--- src/rtl/tap_pkg.sv ---
// Shared definitions for the tap-tempo period controller.
//   tap_state_e : measurement FSM states
//   TAP_PER_W   : default period/counter width in timepulse units
package tap_pkg;

  localparam int unsigned TAP_PER_W = 16;

  typedef enum logic [0:0] {
    S_IDLE  = 1'b0,  // no reference tap yet
    S_COUNT = 1'b1   // interval counter running since the last reference tap
  } tap_state_e;

endpackage

--- src/rtl/tap_avg4.sv ---
// Four-entry moving average of captured tap periods.
//   clk_i, rst_i : clock, asynchronous active-high reset
//   load_i       : fill all four history entries with din_i
//   push_i       : shift din_i into the history (ignored when load_i is high)
//   din_i        : newly captured period
//   avg_o        : (sum of the four entries) >> 2, truncated to PER_W bits
module tap_avg4
  import tap_pkg::*;
#(
  parameter int unsigned PER_W = TAP_PER_W
) (
  input  logic             clk_i,
  input  logic             rst_i,
  input  logic             load_i,
  input  logic             push_i,
  input  logic [PER_W-1:0] din_i,
  output logic [PER_W-1:0] avg_o
);

  logic [PER_W-1:0] hist_q [4];
  logic [PER_W+1:0] sum;

  always_ff @(posedge clk_i or posedge rst_i) begin
    if (rst_i) begin
      for (int i = 0; i < 4; i++) hist_q[i] <= '0;
    end else if (load_i) begin
      for (int i = 0; i < 4; i++) hist_q[i] <= din_i;
    end else if (push_i) begin
      hist_q[0] <= din_i;
      for (int i = 1; i < 4; i++) hist_q[i] <= hist_q[i-1];
    end
  end

  // Two guard bits keep the four-way sum exact before the divide by four.
  always_comb begin
    sum = {2'b00, hist_q[0]} + {2'b00, hist_q[1]} + {2'b00, hist_q[2]} + {2'b00, hist_q[3]};
    avg_o = sum[PER_W+1:2];
  end

endmodule

--- src/rtl/tap_period_ctrl.sv ---
// Tap-tempo period controller: measures the interval between button taps in
// timepulse units and hands it to a consumer through a valid/ready handshake.
// Optional build macro TAP_PERIOD_AVG_EN reports a 4-sample moving average
// instead of the raw interval.
//   clk_i, rst_i   : clock, asynchronous active-high reset
//   tp_i           : one-cycle timepulse strobe (counting time base)
//   btn_i          : debounced button level, synchronous to clk_i
//   period_o       : measured (or averaged) interval
//   period_valid_o : period_o holds an unconsumed result
//   period_ready_i : consumer accepts period_o when high with period_valid_o
//   timeout_o      : one-cycle pulse when a measurement reaches MAX_PERIOD
//   overrun_o      : one-cycle pulse when an unconsumed result is overwritten
module tap_period_ctrl
  import tap_pkg::*;
#(
  parameter int unsigned PER_W      = TAP_PER_W,
  parameter int unsigned MIN_PERIOD = 16,
  parameter int unsigned MAX_PERIOD = 65535
) (
  input  logic             clk_i,
  input  logic             rst_i,
  input  logic             tp_i,
  input  logic             btn_i,
  output logic [PER_W-1:0] period_o,
  output logic             period_valid_o,
  input  logic             period_ready_i,
  output logic             timeout_o,
  output logic             overrun_o
);

  localparam logic [PER_W-1:0] MinCount  = PER_W'(MIN_PERIOD);
  localparam logic [PER_W-1:0] LastCount = PER_W'(MAX_PERIOD - 1);

  tap_state_e       state_q, state_d;
  logic [PER_W-1:0] cnt_q, cnt_d;
  logic             btn_q;
  logic             tap;
  logic             capture;
  logic             timeout_d;
  logic             timeout_q;
  logic             overrun_q;
  logic             valid_q;

  // A tap is the first cycle btn_i is seen high.
  assign tap = btn_i & ~btn_q;

  // State register plus counter and button history.
  always_ff @(posedge clk_i or posedge rst_i) begin
    if (rst_i) begin
      state_q <= S_IDLE;
      cnt_q   <= '0;
      btn_q   <= 1'b0;
    end else begin
      state_q <= state_d;
      cnt_q   <= cnt_d;
      btn_q   <= btn_i;
    end
  end

  // Next-state logic. A tap outranks the timeout timepulse.
  always_comb begin
    state_d = state_q;
    unique case (state_q)
      S_IDLE:  if (tap) state_d = S_COUNT;
      S_COUNT: if (!tap && tp_i && (cnt_q == LastCount)) state_d = S_IDLE;
      default: state_d = S_IDLE;
    endcase
  end

  // Output/datapath logic. A tap always swallows a coincident timepulse, and a
  // too-short tap leaves the running count untouched.
  always_comb begin
    cnt_d     = cnt_q;
    capture   = 1'b0;
    timeout_d = 1'b0;
    unique case (state_q)
      S_IDLE: begin
        if (tap) cnt_d = '0;
      end
      S_COUNT: begin
        if (tap) begin
          if (cnt_q >= MinCount) begin
            capture = 1'b1;
            cnt_d   = '0;
          end
        end else if (tp_i) begin
          if (cnt_q == LastCount) begin
            cnt_d     = '0;
            timeout_d = 1'b1;
          end else begin
            cnt_d = cnt_q + 1'b1;
          end
        end
      end
      default: cnt_d = '0;
    endcase
  end

  // Result handshake. A capture coinciding with acceptance is not an overrun.
  always_ff @(posedge clk_i or posedge rst_i) begin
    if (rst_i) begin
      valid_q   <= 1'b0;
      timeout_q <= 1'b0;
      overrun_q <= 1'b0;
    end else begin
      timeout_q <= timeout_d;
      overrun_q <= capture & valid_q & ~period_ready_i;
      if (capture) begin
        valid_q <= 1'b1;
      end else if (valid_q && period_ready_i) begin
        valid_q <= 1'b0;
      end
    end
  end

`ifdef TAP_PERIOD_AVG_EN
  // Set on the reference tap that leaves S_IDLE so the next capture seeds
  // the whole history instead of averaging against stale entries.
  logic first_q;

  always_ff @(posedge clk_i or posedge rst_i) begin
    if (rst_i) begin
      first_q <= 1'b0;
    end else if ((state_q == S_IDLE) && tap) begin
      first_q <= 1'b1;
    end else if (capture) begin
      first_q <= 1'b0;
    end
  end

  tap_avg4 #(
    .PER_W (PER_W)
  ) u_avg (
    .clk_i  (clk_i),
    .rst_i  (rst_i),
    .load_i (capture & first_q),
    .push_i (capture),
    .din_i  (cnt_q),
    .avg_o  (period_o)
  );
`else
  logic [PER_W-1:0] period_q;

  always_ff @(posedge clk_i or posedge rst_i) begin
    if (rst_i) begin
      period_q <= '0;
    end else if (capture) begin
      period_q <= cnt_q;
    end
  end

  assign period_o = period_q;
`endif

  assign period_valid_o = valid_q;
  assign timeout_o      = timeout_q;
  assign overrun_o      = overrun_q;

endmodule

--- config.mk ---
export PLATFORM = sky130hd
export DESIGN_NAME = tap_period_ctrl
export DESIGN_NICKNAME = d
export VERILOG_FILES = /design/src/rtl/tap_pkg.sv /design/src/rtl/tap_avg4.sv /design/src/rtl/tap_period_ctrl.sv
export SDC_FILE = /design/constraint.sdc
export NUM_CORES = 1
export LEC_CHECK = 0
export BUFFER_PORTS_ARGS = -buffer_cell sky130_fd_sc_hd__buf_4
export CAP_MARGIN = 30
export CORE_ASPECT_RATIO = 1.75
export CORE_UTILIZATION = 53
export CTS_CLUSTER_DIAMETER = 80
export DETAILED_ROUTE_END_ITERATION = 7
export GPL_ROUTABILITY_DRIVEN = 0
export PLACE_DENSITY = 0.74
export SLEW_MARGIN = 20
export SYNTH_ARGS = -nofsm -noshare
export SYNTH_HDL_FRONTEND = slang
export SYNTH_SLANG_ARGS = --single-unit
--- constraint.sdc ---
create_clock -name clk_i -period 2.3 [get_ports clk_i]
set_clock_uncertainty 0.1 [all_clocks]
set_input_delay 0.115 -clock clk_i [delete_from_list [all_inputs] [get_ports clk_i]]
set_output_delay 0.115 -clock clk_i [all_outputs]
set_load 0.005 [all_outputs]
* Word level (Yosys, flattened, before mapping)
Index checks and enable logic that the tools add are counted.
Word-level totals: flip-flop bits (word level) 37, word-level logic and storage cells 43, bits of input ports 5, output and inout bits 19
Cells by class: reductions and logical operators 6, equal/unequal tests 4, $add $sub $neg 1, multiplexer cells 18, magnitude comparators 1, bitwise gates (word level) 6
Operator list (count):
- two-way mux 16 bit | 5
- one-hot mux 16 bit (2 select lines) | 1
- adder 16 x 1 -> 16 bit, second input constant | 1
- == test 16 bit, second input constant | 1
- greater-or-equal comparator 16 x 5 -> 1 bit, second input constant | 1
- two-way mux 1 bit | 11
- != test 3 x 2 -> 1 bit, second input constant | 2
- bitwise AND 1 bit | 3
- logical AND 1 bit | 3
- NOT 1 bit | 3
- AND reduction 3 bit | 1
- != test 2 bit, second input constant | 1
- one-hot mux 1 bit (2 select lines) | 1
- nonzero test 2 bit | 1
- logical NOT 1 bit | 1

* Logic depth before layout (Yosys ltp)
depth in word-level cells 7, gate-level depth with buffers 8

* Worst setup path before layout
No wires, ideal clock.
path type register to register, start point register cnt_q[7], end point register period_q[0] (netlist: period_o[0]), cell stages (with the launch flop) 5, arrival 1.597 ns, path slack 0.476 ns, library setup time 0.128 ns, data required time 2.072 ns, clock period less this slack 1.824 ns, cell sequence dfrtp_1 > nor4_1 > a31oi_2 > buf_2 > mux2_1
On the way: word-level cells in the longest chain between the ends 4
Ends and longest elaborated chain:
- start, declared | RTL line tap_period_ctrl.sv:35 | logic [PER_W-1:0] cnt_q, cnt_d;
- start signal, assigned | RTL line tap_period_ctrl.sv:55 | cnt_q <= cnt_d;
- greater-or-equal comparator 16 x 5 -> 1 bit | RTL line tap_period_ctrl.sv:82 | if (cnt_q >= MinCount) begin
- two-way mux 1 bit | RTL line tap_period_ctrl.sv:82
- two-way mux 1 bit | RTL line tap_period_ctrl.sv:81 | if (tap) begin
- two-way mux 1 bit | RTL line tap_period_ctrl.sv:76 | unique case (state_q)
- end signal, assigned | RTL line tap_period_ctrl.sv:148 | period_q <= cnt_q;
- end, declared | RTL line tap_period_ctrl.sv:142 | logic [PER_W-1:0] period_q;
No other way between the ends. A chain may end at the register's enable or synchronous reset.

* Worst setup path in the final report
start point register cnt_q[7], end point register cnt_q[15]
On the way: word-level cells in the longest chain between the ends 5, elaborated cells on any way between the ends 9
Ends and longest elaborated chain:
- adder 16 x 1 -> 16 bit / == test 16 bit (equally long branches) | RTL line tap_period_ctrl.sv:91, tap_period_ctrl.sv:87
- two-way mux 16 bit | RTL line tap_period_ctrl.sv:87 | if (cnt_q == LastCount) begin
- two-way mux 16 bit | RTL line tap_period_ctrl.sv:86 | end else if (tp_i) begin
- two-way mux 16 bit | RTL line tap_period_ctrl.sv:81
- one-hot mux 16 bit (2 select lines) | RTL line tap_period_ctrl.sv:76
Several ways; a longest one is shown, not always the timed one. The select of a mux whose other input is x is not followed.

==> impl_metrics.env <==
export IMPL_tns_ns=0
export IMPL_clk_path_buf_depth=2
export IMPL_post_drt_wl_per_cell_um=14.7
export IMPL_cp_end_kind="flop"
export IMPL_netlist_area_sq_um=1790
export IMPL_vias=1421
export IMPL_synth_edf_count=0
export IMPL_path_clk_slew_ns=0.07
export IMPL_hold_end="period_valid_o"
export IMPL_worstRegToRegCells=6
export IMPL_finalCriticalPeriod_ns=1.93
export IMPL_core_area_sq_um=3180
export IMPL_start_kind="flop"
export IMPL_ys_warn_count=0
export IMPL_diodes=0
export IMPL_cp_max_fo=16
export IMPL_cap_violations=0
export IMPL_setup_slack_ns=0.370
export IMPL_r2r_end="cnt_q[15]"
export IMPL_synth_cells=168
export IMPL_placed_cell_area_sq_um=2020
export IMPL_fp_dieW_um=46.0
export IMPL_syn_nets=176
export IMPL_fmaxAchievable_mhz=518
export IMPL_worstHoldStart="period_ready_i"
export IMPL_dp_slack_ns=0.401
export IMPL_drive_above_1_share_pct=26.2
export IMPL_synth_top_family_by_area="simple AND/OR/NAND/NOR gates"
export IMPL_clk_latency_ns=0.29
export IMPL_cp_arrival_ns=2.04
export IMPL_grt_usage_pct=22.5
export IMPL_async_flop_share_pct=100
export IMPL_r2r_start="cnt_q[7]"
export IMPL_area_delta_synth_final_pct=18.9
export IMPL_initial_core_util_pct=56.4
export IMPL_grt_remaining_overflow=0
export IMPL_reg2reg_slack_ns=0.37
export IMPL_fin_crit_sh_pct=83.9
export IMPL_grt_pass1_vias=1321
export IMPL_antenna_found_initial=0
export IMPL_postRouteAntennaNets=0
export IMPL_drc=0
export IMPL_core_rowCount=27
export IMPL_ys_flop_type="dfrtp_1"
export IMPL_cts_tree="done"
export IMPL_slew_violations=0
export IMPL_nets=209
export IMPL_layout_commonest_cell="dfrtp_1"
export IMPL_grt_max_degree=38
export IMPL_worstPathRequired_ns=2.41
export IMPL_port_buffers=23
export IMPL_ir_worst_vdd_mv=0.532
export IMPL_htree_levels=2
export IMPL_worst_pin_slew_ns=0.588
export IMPL_drtIter0Drc=60
export IMPL_avgViaCountPerCell=5.80
export IMPL_synth_compound_area_share_pct=11.8
export IMPL_post_cts_resized=0
export IMPL_fin_area_sq_um=2130
export IMPL_drtPass1Iterations=4
export IMPL_power_density_nw_per_um2=677
export IMPL_cts_sinks=37
export IMPL_die_area_sq_um=3630
export IMPL_seq_area_frac_synth_pct=51.7
export IMPL_cts_root_buf="clkbuf_8"
export IMPL_final_cell_mix="dfrtp_1 (37), buf_4 (30), o21ai_1 (25), nand2_1 (17)"
export IMPL_die_h_um=78.9
export IMPL_yosys_area_share_simple_pct=19.6
export IMPL_post_cts_buffers=0
export IMPL_hpwl_mm=2.61
export IMPL_hold_buffers=3
export IMPL_grt_pass1_wl_mm=5.98
export IMPL_hold_depth=3
export IMPL_power_leakage_nw=1.04
export IMPL_synth_fa_ha_area_share_pct=2.09
export IMPL_critPathKind="reg -> reg"
export IMPL_outcome="completed"
export IMPL_yosys_area_share_xor_xnor_pct=0
export IMPL_synth_area_mux_share_pct=10.6
export IMPL_setup_viol=0
export IMPL_synth_cell_type_count=33
export IMPL_worstHoldPathType="in -> reg"
export IMPL_max_slew_margin_rel_pct=60.7
export IMPL_drt_wl_total_mm=3.60
export IMPL_timing_final_hold_violations=0
export IMPL_cts_buffers=5
export IMPL_timing_hold_ws_ns=0.0281
export IMPL_ys_ff_latch=37
export IMPL_rsz0062_at_grt="false"
export IMPL_io_pins=24
export IMPL_syn_area_per_cell_sq_um=10.7
stage by stage:
stage	utilization, %	total power, W	cells
5_1_grt	67.1	0.00152	245
3_3_place_gp	63.6	0.00101	234
3_5_place_dp	63.6	0.00103	234
6_report	67.1	0.00144	245
2_1_floorplan	-	0.000920	168
4_1_cts	67.1	0.00146	245
sequential cells by signal (all words and copies together), names as in the netlist:
signal	count
timeout_o	1
btn_q	1
period_valid_o	1
cnt_q	16
period_o	16
state_q	1
overrun_o	1
Yosys cell counts, types with 4 or more instances:
master / number / share of area [%]
nor2_1: 4 / 0.84
dfrtp_1: 37 / 52
inv_1: 6 / 1.3
mux2_1: 8 / 5.0
nor3_1: 10 / 2.8
a211oi_1: 4 / 1.7
nand3_1: 10 / 2.8
nand2_1: 17 / 3.6
o21ai_1: 25 / 7.0
and3_1: 4 / 1.4
mux2_2: 8 / 5.0
worst max path at each step:
| stage | from | to | slack, ns | cells past startpoint |
|---|---|---|---|---|
| detailed placement | cnt_q[0] | cnt_q[14] | 0.40 | 7 |
| global placement | cnt_q[7] | period_o[6] | 0.42 | 4 |
| floorplan | cnt_q[7] | period_o[0] | 0.48 | 4 |
| finish | cnt_q[7] | cnt_q[15] | 0.37 | 6 |
| global route | cnt_q[6] | cnt_q[4] | 0.18 | 6 |
| CTS | cnt_q[6] | cnt_q[15] | 0.38 | 6 |
where the power goes:
group | total (W) | internal, W | switching (W)
Sequential | 0.000789 | 0.000718 | 0.0000706
Clock | 0.000425 | 0.000210 | 0.000216
Combinational | 0.000227 | 0.000120 | 0.000108
Total | 0.00144 | 0.00105 | 0.000394
layout make-up:
class | count | area [sq um]
multi-input cells | 118 | 791
fillers | 286 | 1040
clock inverters | 2 | 10.0
repair buffers | 33 | 255
well taps | 43 | 53.8
flip-flops and latches | 37 | 926
clock buffers | 6 | 72.6
inverters | 6 | 22.5
critical path, cell delays in order (launching register included):
cell and delay (ns):
dfrtp_1 0.47, nor4_1 0.53, nand4_1 0.18, a21oi_2 0.16
buf_4 0.22, a21oi_1 0.06, mux2i_1 0.13
cells by family after synthesis:
| group | Yosys count |
|---|---|
| fa+ha+maj | 3 |
| simple gates | 62 |
| buf+inv | 13 |
| mux | 17 |
| flops | 37 |
| compound gates | 36 |
metal layers:
metal | track usage [%] | share of wire (%) | up-vias
met4 | 9.12 | 1.7 | 0
met1 | 28.2 | 41 | 702
li1 | - | - | 677
met5 | 0 | 0 | -
met3 | 5.00 | 4.1 | 8
met2 | 36.3 | 53 | 34
No activity file was read; power rests on OpenSTA's default activity.
